==> src/rtl/ipsxe_floating_point_sqrt_prep_v1_0_pkg.sv <==
// Shared definitions for the floating-point square-root front end:
// result class encodings plus helpers for the exponent bias and sideband width.
package ipsxe_floating_point_sqrt_prep_v1_0_pkg;

   typedef enum logic [1:0] {
      CLS_NORMAL = 2'd0,
      CLS_ZERO   = 2'd1,
      CLS_INF    = 2'd2,
      CLS_NAN    = 2'd3
   } sqrt_class_e;

   function automatic int sqrt_bias(input int exp_width);
      return (1 << (exp_width - 1)) - 1;
   endfunction

   // Sideband word: {valid, sign, exp, class[1:0], invalid}
   function automatic int sqrt_side_width(input int exp_width);
      return exp_width + 5;
   endfunction

endpackage

==> src/rtl/ipsxe_floating_point_register_v1_0.sv <==
// Generic enabled pipeline register with synchronous active-low clear.
module ipsxe_floating_point_register_v1_0 #(
   parameter int WIDTH = 8
) (
   input  logic             i_clk,
   input  logic             i_rst_n,
   input  logic             i_aclken,
   input  logic [WIDTH-1:0] i_d,
   output logic [WIDTH-1:0] o_q
);

   logic [WIDTH-1:0] r_q;

   always_ff @(posedge i_clk) begin
      if (!i_rst_n)
         r_q <= '0;
      else if (i_aclken)
         r_q <= i_d;
   end

   assign o_q = r_q;

endmodule

==> src/rtl/ipsxe_floating_point_sqrt_prep_v1_0_side_dly.sv <==
// Sideband delay line; reset clears every tap so no stale valid survives a reset.
module ipsxe_floating_point_sqrt_side_dly_v1_0 #(
   parameter int WIDTH = 16,
   parameter int DEPTH = 4
) (
   input  logic             i_clk,
   input  logic             i_rst_n,
   input  logic             i_aclken,
   input  logic [WIDTH-1:0] i_d,
   output logic [WIDTH-1:0] o_q
);

   generate
      if (DEPTH == 0) begin : g_wire
         assign o_q = i_d;
      end else begin : g_pipe
         logic [WIDTH-1:0] r_pipe [DEPTH];

         always_ff @(posedge i_clk) begin
            if (!i_rst_n) begin
               for (int k = 0; k < DEPTH; k++)
                  r_pipe[k] <= '0;
            end else if (i_aclken) begin
               r_pipe[0] <= i_d;
               for (int k = 1; k < DEPTH; k++)
                  r_pipe[k] <= r_pipe[k-1];
            end
         end

         assign o_q = r_pipe[DEPTH-1];
      end
   endgenerate

endmodule

==> src/rtl/ipsxe_floating_point_sqrt_prep_v1_0.sv <==
// Square-root front end: classify, normalise subnormals, fix exponent parity,
// emit the radicand and a delayed sideband (sign/exponent/class) for the back end.
module ipsxe_floating_point_sqrt_prep_v1_0
   import ipsxe_floating_point_sqrt_prep_v1_0_pkg::*;
#(
   parameter int EXP_WIDTH     = 11,
   parameter int MANTISSA_SIZE = 52,
   parameter int BINARY_SIZE   = 106,
   parameter int SIDE_DELAY    = 56
) (
   input  logic                               i_clk,
   input  logic                               i_rst_n,
   input  logic                               i_aclken,
   input  logic                               i_valid,
   input  logic [EXP_WIDTH+MANTISSA_SIZE:0]   i_a,
   output logic [BINARY_SIZE-1:0]             o_radicand,
   output logic                               o_rad_valid,
   output logic                               o_side_valid,
   output logic                               o_side_sign,
   output logic [EXP_WIDTH-1:0]               o_side_exp,
   output logic [1:0]                         o_side_class,
   output logic                               o_side_invalid
);

   localparam int W   = 1 + EXP_WIDTH + MANTISSA_SIZE;
   localparam int SW  = sqrt_side_width(EXP_WIDTH);
   localparam int LZW = $clog2(MANTISSA_SIZE + 1);
   localparam int EW  = EXP_WIDTH + 2;
   localparam logic signed [EW-1:0]  BIAS_S = EW'(sqrt_bias(EXP_WIDTH));
   localparam logic        [LZW-1:0] LZ_ONE = LZW'(1);

   function automatic logic [LZW-1:0] f_lzc(input logic [MANTISSA_SIZE-1:0] v);
      logic found;
      f_lzc = '0;
      found = 1'b0;
      for (int k = MANTISSA_SIZE - 1; k >= 0; k--) begin
         if (!found) begin
            if (v[k]) found = 1'b1;
            else      f_lzc = f_lzc + LZ_ONE;
         end
      end
   endfunction

   logic                     w_s1_valid;
   logic [W-1:0]             w_s1_a;
   logic                     w_sign;
   logic [EXP_WIDTH-1:0]     w_exp;
   logic [MANTISSA_SIZE-1:0] w_frac;
   logic                     w_exp_zero, w_exp_ones, w_frac_zero;
   logic [LZW-1:0]           w_lz;
   logic [MANTISSA_SIZE:0]   w_sig;
   logic signed [EW-1:0]     w_e_eff, w_e_sum;
   logic [BINARY_SIZE-1:0]   w_rad;
   logic [EXP_WIDTH-1:0]     w_exp_out;
   logic                     w_sign_out, w_invalid;
   sqrt_class_e              w_class;
   logic [SW-1:0]            w_side_d, w_side_s2, w_side_out;

   ipsxe_floating_point_register_v1_0 #(.WIDTH(W + 1)) u_s1 (
      .i_clk(i_clk), .i_rst_n(i_rst_n), .i_aclken(i_aclken),
      .i_d({i_valid, i_a}), .o_q({w_s1_valid, w_s1_a})
   );

   assign {w_sign, w_exp, w_frac} = w_s1_a;
   assign w_exp_zero  = (w_exp == '0);
   assign w_exp_ones  = (w_exp == '1);
   assign w_frac_zero = (w_frac == '0);
   assign w_lz        = f_lzc(w_frac);

   always_comb begin
      w_class   = CLS_NORMAL;
      w_invalid = 1'b0;
      if (w_exp_ones && !w_frac_zero) begin
         w_class = CLS_NAN;
      end else if (w_sign && !(w_exp_zero && w_frac_zero)) begin
         w_class   = CLS_NAN;
         w_invalid = 1'b1;
      end else if (w_exp_ones) begin
         w_class = CLS_INF;
      end else if (w_exp_zero && w_frac_zero) begin
         w_class = CLS_ZERO;
      end
   end

   // Subnormals are left-justified so the hidden-bit position is always set.
   always_comb begin
      if (w_exp_zero) begin
         w_sig   = ({1'b0, w_frac} << w_lz) << 1;
         w_e_eff = EW'(0) - {{(EW - LZW){1'b0}}, w_lz};
      end else begin
         w_sig   = {1'b1, w_frac};
         w_e_eff = {2'b00, w_exp};
      end
   end

   assign w_e_sum = w_e_eff + BIAS_S;

   // Even E_eff means the unbiased exponent is odd: shift one extra place.
   always_comb begin
      w_rad      = '0;
      w_exp_out  = EXP_WIDTH'(w_e_sum >>> 1);
      w_sign_out = 1'b0;
      case (w_class)
         CLS_NORMAL: begin
            if (!w_e_eff[0]) w_rad = {w_sig, {(MANTISSA_SIZE + 1){1'b0}}};
            else             w_rad = {1'b0, w_sig, {MANTISSA_SIZE{1'b0}}};
         end
         CLS_ZERO: begin
            w_exp_out  = '0;
            w_sign_out = w_sign;
         end
         default: w_exp_out = '1;
      endcase
   end

   assign w_side_d = {w_s1_valid, w_sign_out, w_exp_out, w_class, w_invalid};

   ipsxe_floating_point_register_v1_0 #(.WIDTH(BINARY_SIZE + 1)) u_s2_rad (
      .i_clk(i_clk), .i_rst_n(i_rst_n), .i_aclken(i_aclken),
      .i_d({w_s1_valid, w_rad}), .o_q({o_rad_valid, o_radicand})
   );

   ipsxe_floating_point_register_v1_0 #(.WIDTH(SW)) u_s2_side (
      .i_clk(i_clk), .i_rst_n(i_rst_n), .i_aclken(i_aclken),
      .i_d(w_side_d), .o_q(w_side_s2)
   );

   ipsxe_floating_point_sqrt_side_dly_v1_0 #(.WIDTH(SW), .DEPTH(SIDE_DELAY)) u_side_dly (
      .i_clk(i_clk), .i_rst_n(i_rst_n), .i_aclken(i_aclken),
      .i_d(w_side_s2), .o_q(w_side_out)
   );

   assign {o_side_valid, o_side_sign, o_side_exp, o_side_class, o_side_invalid} = w_side_out;

endmodule
==> config.mk <==
export PLATFORM = sky130hd
export DESIGN_NAME = ipsxe_floating_point_sqrt_prep_v1_0
export DESIGN_NICKNAME = d
export VERILOG_FILES = /design/src/rtl/ipsxe_floating_point_sqrt_prep_v1_0_pkg.sv /design/src/rtl/ipsxe_floating_point_register_v1_0.sv /design/src/rtl/ipsxe_floating_point_sqrt_prep_v1_0_side_dly.sv /design/src/rtl/ipsxe_floating_point_sqrt_prep_v1_0.sv
export SDC_FILE = /design/constraint.sdc
export NUM_CORES = 1
export LEC_CHECK = 0
export ABC_CLOCK_PERIOD_IN_PS = 26200
export CORE_MARGIN = 8
export CORE_UTILIZATION = 35
export CTS_BUF_LIST = sky130_fd_sc_hd__clkbuf_8
export CTS_CLUSTER_DIAMETER = 40
export CTS_CLUSTER_SIZE = 40
export DETAILED_ROUTE_END_ITERATION = 10
export DONT_BUFFER_PORTS = 1
export SYNTH_ARGS = -nofsm -noshare
export SYNTH_HDL_FRONTEND = slang
export SYNTH_SLANG_ARGS = --single-unit
==> constraint.sdc <==
create_clock -name i_clk -period 26.2 [get_ports i_clk]
set_input_delay 3.93 -clock i_clk [delete_from_list [all_inputs] [get_ports i_clk]]
set_output_delay 3.93 -clock i_clk [all_outputs]
set_load 0.05 [all_outputs]
==> results.py <==
metrics = {
    "setup_path": {
        "worstPathArrival_ns": 25.45,
        "critPathMostFrequentCell": "ha_1",
        "r2r_setup_slack_ns": 1.47,
        "slowest_delay_ns": 0.45,
        "cp.required_ns": 26.92,
        "start_kind": "flip-flop",
        "worstSetupPathType": "flip-flop to flip-flop",
        "worstReg2RegStart": "u_s1.o_q[49]",
        "reg2reg_to": "u_s2_rad.o_q[92]",
        "cp_slowest_cell": "a311oi_2",
        "crit_path_max_fanout": 6,
        "endpoint_kind": "flip-flop",
        "r2r_cells": 131,
    },
    "die": {
        "rows": 139,
        "die_h_um": 394,
        "io-pin-count": 191,
        "die_area_um2": 155000,
        "die_w_um": 394,
        "start_util_pct": 35.1,
        "core_area_um2": 143000,
    },
    "pwr": {
        "powerDensity_nw_per_um2": 87.8,
        "peakVddDrop_mv": 0.0460,
        "p_sw_uw": 1730,
        "p_comb_share_pct": 33.6,
        "swShare_pct": 35.2,
        "p_leak_uw": 0.0233,
        "p_int_uw": 3180,
        "p_seq_share_pct": 40.6,
        "finalPower_uw": 4910,
        "pwr-share-clk_pct": 25.9,
    },
    "finish": {
        "drive_gt1_share_pct": 12.6,
        "fin_cells": 6237,
        "fin_nets": 4341,
        "design_area_um2": 55900,
        "area_growth_pct": 11.7,
    },
    "clocking": {
        "cts_inserted_buffers": 131,
        "path_clk_slew_ns": 0.08,
        "root_buffer": "clkbuf_8",
        "clkSinkCount": 1031,
        "cts_tree": "yes",
        "insertion_delay_ns": 0.84,
        "max-clock-path-buffers": 3,
        "htreeDepth": 4,
    },
    "place": {
        "dp_cells": 5973,
        "dp_hpwl_mm": 71.7,
        "gp_congestion": 0.911,
        "placed_area_um2": 52500,
        "port_buffers": 0,
    },
    "min_path": {
        "hold_end": "u_s2_side.o_q[2]",
        "min_path_type": "flip-flop to flip-flop",
        "hold_depth": 1,
        "hold_path.startpoint": "u_s2_side.o_q[2]",
    },
    "detailed_routing": {
        "ant_nets": 0,
        "drt-pass1-iter-count": 6,
        "avgRoutedWirePerCell_um": 18.5,
        "vias_per_cell": 5.17,
        "vias": 32200,
        "routed_wl_mm": 115,
        "drcViolationCount": 0,
        "first_iter_violations": 2898,
    },
    "timing": {
        "fmax_mhz": 40.4,
        "worst_pin_slew_ns": 1.33,
        "min_period_ns": 24.73,
        "finalClockSkew_ns": 0.0383,
        "hold_violations": 0,
        "slew_headroom_pct": 11.4,
        "post-route-period-util_pct": 94.4,
        "final-setup-viol-count": 0,
        "maxSlewViolCount": 0,
    },
    "synthesis": {
        "synth.area.top_cells": "edfxtp_1, and3_1, dfxtp_1, mux2i_1, and2_1",
        "yosysWarningCount": 0,
        "yosysTopAreaCellShare_pct": 53.7,
        "yosys.area.top_type": "edfxtp_1",
        "synth-seq-cells": 1031,
        "synthDistinctLibCells": 91,
        "syn_area_um2": 50100,
        "async_flop_share_pct": 0,
        "synth_edf_count": 896,
        "yosysSeqAreaShare_pct": 59.1,
        "synth_flop_cell": "edfxtp_1",
        "syn_area_per_cell_um2": 11.8,
        "syn_inst": 4240,
    },
    "global_route": {
        "grt_use_total_pct": 14.2,
        "grt_max_degree": 967,
        "grt_first_pass_wirelength_mm": 180,
        "antenna_found_initial": 4,
        "grt_pass1_vias": 31100,
        "overflow": 0,
    },
    "run_status": {
        "status": "finished, final reports clean",
    },
    "run": {
        "max_cap_violations": 0,
    },
}
==> worst max-delay path by stage <==
stage,from,end
5_1_grt,u_s1.o_q[49],u_s2_rad.o_q[92]
4_1_cts,u_s1.o_q[49],u_s2_rad.o_q[92]
2_1_floorplan,u_s1.o_q[49],u_s2_side.o_q[11]
3_5_place_dp,u_s1.o_q[49],u_s2_rad.o_q[92]
3_3_place_gp,u_s1.o_q[49],u_s2_rad.o_q[92]
6_report,u_s1.o_q[49],u_s2_rad.o_q[92]
==> cells in the mapped netlist, drive strengths merged (6+ instances only) <==
| cell type | count |
|---|---|
| edfxtp | 896 |
| nor4 | 19 |
| a22o | 32 |
| a22oi | 31 |
| a32o | 9 |
| a211oi | 41 |
| and2 | 375 |
| o31ai | 9 |
| or4 | 11 |
| dfxtp | 135 |
| o22ai | 7 |
| o21a | 7 |
| o221ai | 11 |
| nor3 | 72 |
| nand3 | 54 |
| o211ai | 12 |
| xnor3 | 18 |
| xor2 | 48 |
| inv | 56 |
| a21o | 19 |
| clkbuf | 299 |
| nand2b | 30 |
| mux2 | 20 |
| nand2 | 215 |
| o21ai | 128 |
| o31a | 6 |
| a221oi | 8 |
| mux2i | 236 |
| nand4 | 18 |
| and3 | 569 |
| xnor2 | 93 |
| a21oi | 154 |
| nand3b | 6 |
| a31oi | 18 |
| nor2b | 103 |
| or3 | 19 |
| or2 | 13 |
| ha | 51 |
| a221o | 15 |
| buf | 93 |
| nor2 | 188 |
| nor3b | 16 |
==> critical path, delay by kind of cell, from the launching register on <==
family	cells	cell delay [ns]
compound gates	59	9.59
fa+ha+maj	25	7.49
simple gates	29	3.72
mux	11	2.21
buf+inv	5	0.73
xor+xnor	2	0.48
flops	1	0.34
==> through the flow <==
| stage | setup WS (ns) | utilization, % | TNS (ns) | hold slack [ns] |
|---|---|---|---|---|
| after floorplan | 1.64 | - | 0 | 0.419 |
| after global placement | 0.656 | 36.7 | 0 | 0.438 |
| after detailed placement | 0.237 | 36.7 | 0 | 0.443 |
| after CTS | 0.147 | 38.8 | 0 | 0.464 |
| after global routing | -0.220 | 39.2 | -4.99 | 0.491 |
| final | 1.47 | 39.2 | 0 | 0.458 |
==> state kept, by name, summed over array words and instances, names as in the netlist <==
register	flops
u_side_dly.g_pipe.r_pipe	896
u_s1.o_q	65
u_s2_rad.o_q	54
u_s2_side.o_q	16
==> layer usage <==
metal,track usage [%],part of all wire [%],vias up
met5,0,0,-
met4,5.51,3.5,0
met3,3.55,6.3,204
met2,21.2,44,830
met1,19.7,46,15800
li1,-,-,15400
==> power groups by stage <==
stage | Combinational, uW | Sequential, uW | Clock, uW
after global routing | 1780 | 2010 | 1380
after floorplan | 1050 | 2040 | 0
after global placement | 1550 | 2030 | 0
after CTS | 1560 | 1990 | 1330
after detailed placement | 1550 | 2030 | 0
final | 1650 | 1990 | 1270
==> cell type report <==
type	instances	area [um2]
clock buffers	136	1870
multi-input cells	2811	19200
well taps	1903	2380
inverters	57	221
diodes	3	7.51
clock inverters	106	1020
fillers	13700	86800
flip-flops and latches	1031	29600
repair buffers	190	1600
==> cells by family (layout without fill, tap and decap cells) <==
logic type,Yosys count,after routing,synth area share [%]
XOR/XNOR,160,160,3.48
other,1,55,0.00749
buffers and inverters,449,489,3.89
multiplexers,260,260,5.37
flip-flops,1031,1031,59.1
AND/OR/NAND/NOR,1722,1722,19.4
AO/OA/AOI/OAI,563,563,7.40
adder cells (fa/ha/maj),54,54,1.33
==> repair_timing <==
item                                   in CTS  in global routing
setup endpoints to repair                   0                 64
hold buffers                                0                  0
endpoints found under the hold margin       0                  0
resized for setup                           0                 89
buffers inserted                            0                 16
==> cells in the final DEF (no fill, tap or decap), types with 87 or more instances in the layout <==
cell type,n
xnor2_1,87
buf_4,176
edfxtp_1,896
o21ai_0,109
nor2b_1,101
and2_1,375
mux2i_1,231
dfxtp_1,133
nor2_1,186
a21oi_1,144
clkbuf_8,136
and3_1,568
nand2_1,212
Power figures use the tool's default switching activity.
